[config.mk]
export PLATFORM = sky130hd
export DESIGN_NAME = stack_sequencer
export DESIGN_NICKNAME = d
export VERILOG_FILES = /design/src/rtl/stack_sequencer.sv
export SDC_FILE = /design/constraint.sdc
export NUM_CORES = 1
export LEC_CHECK = 0
export CAP_MARGIN = 20
export CORE_ASPECT_RATIO = 1.25
export CORE_UTILIZATION = 25
export CTS_BUF_LIST = sky130_fd_sc_hd__clkbuf_16
export DETAILED_ROUTE_END_ITERATION = 8
export PLACE_DENSITY = 0.62
export SLEW_MARGIN = 20
export SYNTH_ARGS = -nofsm -noshare
export SYNTH_HDL_FRONTEND = slang
export SYNTH_SLANG_ARGS = --single-unit
[constraint.sdc]
create_clock -name clk -period 2 [get_ports clk]
set_input_delay 0.3 -clock clk [delete_from_list [all_inputs] [get_ports clk]]
set_output_delay 0.3 -clock clk [all_outputs]
set_load 0.03 [all_outputs]
[src/rtl/stack_sequencer.sv]
// stack_sequencer: one multi-cycle FSM that handles all stack traffic for CALL, RET,
// hardware interrupt entry and RTI. It owns the stack pointer, drives the data-memory
// strobes, returns popped PC/CCR to fetch and flags, and stalls the pipeline while busy.
//
// Ports
//   clk, rst            clock, synchronous active-high reset
//   call, ret, rti      instruction requests (sampled only in IDLE)
//   int_req             interrupt request pulse (latched as pending while busy)
//   pc_in, ccr_in       return address / flags to push, latched at the request edge
//   mem_rdata           memory read data, valid the cycle after mem_rd
//   mem_addr/wdata      memory address / write data
//   mem_wr, mem_rd      memory strobes
//   pc_out, pc_load     PC to load into fetch and its one-cycle strobe
//   ccr_out, ccr_load   restored flags and their one-cycle strobe
//   stall               pipeline freeze
//   sp                  current stack pointer
//   stack_err           sticky overflow/underflow flag
module stack_sequencer #(
  parameter int unsigned     PC_W       = 32,
  parameter int unsigned     MEM_W      = 16,
  parameter int unsigned     SP_W       = 16,
  parameter int unsigned     CCR_W      = 3,
  parameter logic [SP_W-1:0] SP_INIT    = SP_W'('h07FF),
  parameter logic [PC_W-1:0] INT_VECTOR = '0
) (
  input  logic             clk,
  input  logic             rst,
  input  logic             call,
  input  logic             ret,
  input  logic             rti,
  input  logic             int_req,
  input  logic [PC_W-1:0]  pc_in,
  input  logic [CCR_W-1:0] ccr_in,
  input  logic [MEM_W-1:0] mem_rdata,
  output logic [SP_W-1:0]  mem_addr,
  output logic [MEM_W-1:0] mem_wdata,
  output logic             mem_wr,
  output logic             mem_rd,
  output logic [PC_W-1:0]  pc_out,
  output logic             pc_load,
  output logic [CCR_W-1:0] ccr_out,
  output logic             ccr_load,
  output logic             stall,
  output logic [SP_W-1:0]  sp,
  output logic             stack_err
);

  localparam int unsigned N     = (PC_W + MEM_W - 1) / MEM_W;
  localparam int unsigned CNT_W = (N > 1) ? $clog2(N) : 1;
  localparam int unsigned PAD_W = N * MEM_W;
  localparam logic [CNT_W-1:0] LAST_IDX = CNT_W'(N - 1);

  typedef enum logic [2:0] {
    StIdle,
    StPushPc,
    StPushCcr,
    StIntLoad,
    StPopCcr,
    StPopPc,
    StPopDone
  } state_e;

  state_e             state_q, state_d;
  logic [SP_W-1:0]    sp_q, sp_d;
  logic [CNT_W-1:0]   cnt_q, cnt_d;
  logic               pend_q, pend_d;
  logic               err_q, err_d;
  logic               is_int_q, is_int_d;
  logic               is_rti_q, is_rti_d;
  // pc_q holds the PC being pushed, or collects popped words (LS word at index 0).
  logic [PAD_W-1:0]   pc_q, pc_d;
  logic [CCR_W-1:0]   ccr_q, ccr_d;
  // Remembers last cycle's read so its data can be captured when it arrives.
  logic               rd_q, rd_d;
  logic               rd_ccr_q, rd_ccr_d;
  logic [CNT_W-1:0]   rd_idx_q, rd_idx_d;

  logic [31:0]        rd_base;
  logic [31:0]        wr_base;
  logic [PAD_W-1:0]   pc_full;

  always_comb begin
    state_d  = state_q;
    sp_d     = sp_q;
    cnt_d    = cnt_q;
    pend_d   = pend_q;
    err_d    = err_q;
    is_int_d = is_int_q;
    is_rti_d = is_rti_q;
    pc_d     = pc_q;
    ccr_d    = ccr_q;
    rd_d     = 1'b0;
    rd_ccr_d = 1'b0;
    rd_idx_d = cnt_q;

    mem_addr  = '0;
    mem_wdata = '0;
    mem_wr    = 1'b0;
    mem_rd    = 1'b0;
    pc_out    = '0;
    pc_load   = 1'b0;
    ccr_out   = '0;
    ccr_load  = 1'b0;
    stall     = (state_q != StIdle);

    rd_base = 32'(rd_idx_q) * MEM_W;
    wr_base = 32'(LAST_IDX - cnt_q) * MEM_W;

    // Final PC word is used straight from the bus in StPopDone.
    pc_full = pc_q;
    pc_full[(N-1)*MEM_W +: MEM_W] = mem_rdata;

    if (rd_q) begin
      if (rd_ccr_q) ccr_d = mem_rdata[CCR_W-1:0];
      else          pc_d[rd_base +: MEM_W] = mem_rdata;
    end

    if (int_req && (state_q != StIdle)) pend_d = 1'b1;

    unique case (state_q)
      StIdle: begin
        cnt_d = '0;
        if (pend_q || int_req) begin
          stall    = 1'b1;
          pend_d   = 1'b0;
          is_int_d = 1'b1;
          pc_d     = PAD_W'(pc_in);
          ccr_d    = ccr_in;
          state_d  = StPushPc;
        end else if (rti) begin
          stall    = 1'b1;
          is_rti_d = 1'b1;
          state_d  = StPopCcr;
        end else if (ret) begin
          stall    = 1'b1;
          is_rti_d = 1'b0;
          state_d  = StPopPc;
        end else if (call) begin
          stall    = 1'b1;
          is_int_d = 1'b0;
          pc_d     = PAD_W'(pc_in);
          state_d  = StPushPc;
        end
      end

      StPushPc: begin
        mem_wr    = 1'b1;
        mem_addr  = sp_q;
        mem_wdata = pc_q[wr_base +: MEM_W];
        sp_d      = sp_q - SP_W'(1);
        if (sp_q == '0) err_d = 1'b1;
        if (cnt_q == LAST_IDX) begin
          cnt_d   = '0;
          state_d = is_int_q ? StPushCcr : StIdle;
        end else begin
          cnt_d = cnt_q + CNT_W'(1);
        end
      end

      StPushCcr: begin
        mem_wr    = 1'b1;
        mem_addr  = sp_q;
        mem_wdata = MEM_W'(ccr_q);
        sp_d      = sp_q - SP_W'(1);
        if (sp_q == '0) err_d = 1'b1;
        state_d   = StIntLoad;
      end

      StIntLoad: begin
        pc_out  = INT_VECTOR;
        pc_load = 1'b1;
        state_d = StIdle;
      end

      StPopCcr: begin
        sp_d     = sp_q + SP_W'(1);
        mem_rd   = 1'b1;
        mem_addr = sp_q + SP_W'(1);
        if (sp_q == SP_INIT) err_d = 1'b1;
        rd_d     = 1'b1;
        rd_ccr_d = 1'b1;
        cnt_d    = '0;
        state_d  = StPopPc;
      end

      StPopPc: begin
        sp_d     = sp_q + SP_W'(1);
        mem_rd   = 1'b1;
        mem_addr = sp_q + SP_W'(1);
        if (sp_q == SP_INIT) err_d = 1'b1;
        rd_d     = 1'b1;
        if (cnt_q == LAST_IDX) begin
          cnt_d   = '0;
          state_d = StPopDone;
        end else begin
          cnt_d = cnt_q + CNT_W'(1);
        end
      end

      StPopDone: begin
        pc_out  = pc_full[PC_W-1:0];
        pc_load = 1'b1;
        if (is_rti_q) begin
          ccr_out  = ccr_q;
          ccr_load = 1'b1;
        end
        state_d = StIdle;
      end

      default: state_d = StIdle;
    endcase

    // Reset aborts at once: nothing reaches memory or fetch in the reset cycle.
    if (rst) begin
      mem_addr  = '0;
      mem_wdata = '0;
      mem_wr    = 1'b0;
      mem_rd    = 1'b0;
      pc_out    = '0;
      pc_load   = 1'b0;
      ccr_out   = '0;
      ccr_load  = 1'b0;
      stall     = 1'b0;
    end
  end

  always_ff @(posedge clk) begin
    if (rst) begin
      state_q  <= StIdle;
      sp_q     <= SP_INIT;
      cnt_q    <= '0;
      pend_q   <= 1'b0;
      err_q    <= 1'b0;
      is_int_q <= 1'b0;
      is_rti_q <= 1'b0;
      pc_q     <= '0;
      ccr_q    <= '0;
      rd_q     <= 1'b0;
      rd_ccr_q <= 1'b0;
      rd_idx_q <= '0;
    end else begin
      state_q  <= state_d;
      sp_q     <= sp_d;
      cnt_q    <= cnt_d;
      pend_q   <= pend_d;
      err_q    <= err_d;
      is_int_q <= is_int_d;
      is_rti_q <= is_rti_d;
      pc_q     <= pc_d;
      ccr_q    <= ccr_d;
      rd_q     <= rd_d;
      rd_ccr_q <= rd_ccr_d;
      rd_idx_q <= rd_idx_d;
    end
  end

  assign sp        = sp_q;
  assign stack_err = err_q;

endmodule

### Word-level counts from Yosys, hierarchy flattened

Index checks and enable logic that the tools add are counted.

* register bits after elaboration: 62
* input port bits: 57
* output and inout bits: 89

* $add $sub $neg: 5
* equal/unequal tests: 14
* shifts and indexed selects: 3
* multiplexer cells: 60
* bitwise logic cells: 1
* reduce and logical (&&, ||, !) cells: 18

Operator list (count)
* 32-bit 2-to-1 mux: 9
* 16-bit one-hot mux with 2 select lines: 3
* 3-bit 2-to-1 mux: 13
* 5-bit negation with 34-bit output: 1
* 16-bit by 34-bit variable shift with 32-bit output, first input constant: 1
* 16-bit by 34-bit indexed part select with 32-bit output: 1
* 32-bit by 33-bit indexed part select with 16-bit output: 1
* 32-bit bitwise mux: 1
* 16-bit 2-to-1 mux: 2
* 1-bit 2-to-1 mux: 28
* 16-bit by 1-bit adder with 16-bit output, second input constant: 1
* 16-bit by 11-bit equality test with 1-bit output, second input constant: 1
* 16-bit logical NOT: 1
* 16-bit by 1-bit subtractor with 16-bit output, second input constant: 1
* 3-bit one-hot mux with 5 select lines: 1
* 2-bit OR reduction: 5
* 3-bit equality test, second input constant: 3
* 3-bit AND reduction: 3
* 2-bit by 1-bit != test with 1-bit output, second input constant: 4
* 2-bit nonzero test: 4
* 3-bit by 2-bit equality test with 1-bit output, second input constant: 2
* 5-bit != test, second input constant: 1
* 2-bit != test, second input constant: 2
* 1-bit one-hot mux with 2 select lines: 2
* 10 further kinds: 10

### Longest topological paths before layout

* word-level depth: 10
* gate-level depth with buffers: 7
* depth with buffers taken out: 6

### Least setup slack after synthesis

Ideal clock, no wire load.

* path type: reg-to-output
* from: register sp_q[1], in the netlist sp[1]
* to: output mem_addr[10]
* data arrival time: 2.303 ns
* data required time: 1.700 ns
* slack: -0.603 ns
* stages on the path, launching flop included: 6
* buffers on the path: 0
* cells stage by stage: dfxtp_1 -> ha_1 -> and3_1 -> nand2_1 -> or4_1 -> o21ai_0

* longest elaborated chain between the ends: 3

Ends and longest elaborated chain
* start, declared: RTL line 64 `logic [SP_W-1:0] sp_q, sp_d;`
* start signal, assigned: RTL line 243 `sp_q <= sp_d;`
* 16-bit by 1-bit adder with 16-bit output: RTL line 178, 189
* 16-bit one-hot mux with 2 select lines: RTL line 120 `unique case (state_q)`
* 16-bit 2-to-1 mux: RTL line 214 `if (rst) begin`
* end, declared: RTL line 35 `output logic [SP_W-1:0] mem_addr,`

No other way between the ends.

### Final worst setup path

Ends and elaborated chain as after synthesis.

==> reports/qor.yml <==
outcome:
  status: "finished, violations left"
  violations: "setup timing"
timing:
  hold_violations: 0
  fin_crit_sh_pct: 108.7
  hold-worst-slack_ps: 455.9
  worst_slew_pin_slew_ps: 534.0
  timing.fmax_mhz: 459.8
  timing.slew.headroom_pct: 64.07
  rsz0062_at_grt: "true"
  fin_ws_ps: -174.8
  period_minus_slack_ps: 2175
  drv_slew: 0
  tns_ps: -2620
  finClkSkew_ps: 8.230
  final-setup-viol-count: 37
clock_network:
  cts_buffers: 9
  cts_hold_buf: 0
  clk_latency_ps: 330
  clock-sinks: 62
  ctsLongestPathBuffers: 2
  clock-root-buffer: "clkbuf_16"
  htree_levels: 3
  clk_pin_slew_ps: 60
  cts_tree: "built"
grt:
  grt_start_max_net_pins: 66
  grt_overflow: 0
  grt_pass1_wl_mm: 26.51
  gr-usage-all-layers_pct: 20.35
  grt_pass1_vias: 4899
  antenna_found_initial: 0
logic_synthesis:
  syn_area_mm2: 0.004153
  synth-edff-count: 0
  yosysSeqAreaShare_pct: 29.89
  async_reset_ff_share_pct: 0
  mappedNetlistNets: 575
  syn_avg_cell_area_um2: 8.048
  synth_seq_cells: 62
  ys_top_cells_by_area: "dfxtp_1 30%, mux2i_1 13%, nor2_1 7.6%"
  yosysWarnings: 0
  yosysTopAreaCell: "dfxtp_1"
  synth_cells: 516
  synth_cell_types: 63
  synth_top_area_share_pct: 29.89
  synthFlopType: "dfxtp_1"
hold_path:
  hold_class: "reg2reg"
  holdPathStages: 2
route:
  first_pass_iters: 4
  drtIter0Drc: 234
  vias: 4880
  post-route-drc-count: 0
  totalWireLength_mm: 17.42
  antenna_left: 0
  routedWlPerCell_um: 18.05
  viasPerCell: 5.057
layout:
  antenna_cells: 0
  area_growth_pct: 88.16
  nets: 803
  layout_commonest_cell: "buf_4"
  drive_gt1_share_pct: 46.46
  stdcell_count: 965
  fillers: 1451
  fin_area_mm2: 0.007814
  final_cell_mix: "93 x buf_4, 75 x buf_6, 72 x clkdlybuf4s50_1, 69 x nor2_1, 52 x mux2i_1"
power_and_ir_drop:
  p_leak_uw: 0.003172
  powerDensity_mw_per_mm2: 848.9
  p_total_uw: 6633
  irDropWorstVdd_v: 0.0003751
floorplanning:
  die-height_um: 146.1
  dieArea_mm2: 0.01713
  die_w_um: 117.3
  initial_core_util_pct: 25.63
  core_area_mm2: 0.01620
  rows: 52
  io-pin-count: 146
critical_path:
  end_kind: "output port"
  cp_data_arrival_time_ps: 1870
  crit_path_max_fanout: 4
  rr_worst_depth: 12
  worstSetupStartpointType: "flip-flop"
  crit_type: "reg2out"
  cp.required_ps: 1700
place:
  hpwl_mm: 11.25
  portBuffers: 145
  post_dp_cell_area_mm2: 0.006162
  dp_cells: 896
  place.gp.congestion: 0.9142
job:
  max_cap_viol_count: 0
==> metrics by stage <==
| step | setup slack, ps | utilization [%] |
|---|---|---|
| detailed placement | -40.78 | 38.04 |
| global placement | -31.98 | 38.04 |
| global route | -231.5 | 48.23 |
| CTS | -191.2 | 46.47 |
| floorplan | -45.20 | - |
| finish | -174.8 | 48.23 |
==> worst max-delay path, stage by stage, from the launching register on <==
cell     delay, ps
dfxtp_4        360
ha_4           170
and3_4         220
nand2_2         50
or4_4          470
o21ai_2        130
buf_6          140
==> routing by layer <==
metal,global-route usage (%),up-vias,wire (um)
met1,22.45,2332,6687
met2,36.03,185,9191
met3,4.774,30,1027
li1,-,2333,-
met5,0,-,0
met4,9.430,0,511
==> registers in the layout, indices dropped and copies added (netlist names) <==
name,count
ccr_q,3
cnt_q,1
is_int_q,1
is_rti_q,1
pc_q,32
pend_q,1
rd_ccr_q,1
rd_idx_q,1
rd_q,1
sp,16
stack_err,1
state_q,3
==> final cells by class <==
cell class	count	area [um^2]	share of cell area, %
clock buffer	10	250.2	3.203
clock inverter	6	67.56	0.8647
inverter	8	32.53	0.4163
multi-input combinational	401	3232	41.36
sequential	62	1277	16.35
tap	216	270.3	3.459
timing repair buffer	262	2684	34.35
==> synthesized netlist by cell type (6+ instances only) <==
library cell  count
nor2_1           84
dfxtp_1          62
mux2i_1          52
and2_1           36
a211oi_1         35
clkbuf_1         22
nand2_1          19
a21oi_1          17
o21ai_0          16
nand3_1          15
nor3_1           14
buf_2             9
inv_1             8
nor2b_1           8
a31oi_1           7
and3_1            7
nor4_1            7
a311oi_1          6
clkbuf_8          6
==> power by group <==
part | leakage (uW) | switching [uW] | internal, uW
Clock | 0.000150 | 604 | 1040
Combinational | 0.00251 | 1740 | 1600
Sequential | 0.000512 | 186 | 1460
Total | 0.00317 | 2530 | 4100
==> final timing paths <==
check                start      endpoint  slack (ps)
setup / recovery     sp[1]  mem_addr[10]        -170
setup reg to reg     sp[4]         sp[6]         -60
hold reg to reg   is_int_q      is_int_q         460
hold / removal    is_int_q      is_int_q         460
==> cells by family after synthesis <==
kind of cell / count (synthesis) / share of synthesized area [%]
mux: 55 / 13.44
xor+xnor: 4 / 0.8438
compound gates: 109 / 18.08
buf+inv: 53 / 7.050
flops: 62 / 29.89
simple gates: 231 / 30.10
fa+ha+maj: 2 / 0.6025
==> timing repair <==
| item | 4_1_cts | 5_1_grt |
|---|---|---|
| endpoints found under the setup margin | 58 | 65 |
| resized for setup | 154 | 84 |
| gates cloned | 7 | 1 |
| pin swaps | 28 | 26 |
| buffers inserted | 41 | 12 |
No activity file was read; power rests on OpenSTA's default activity.
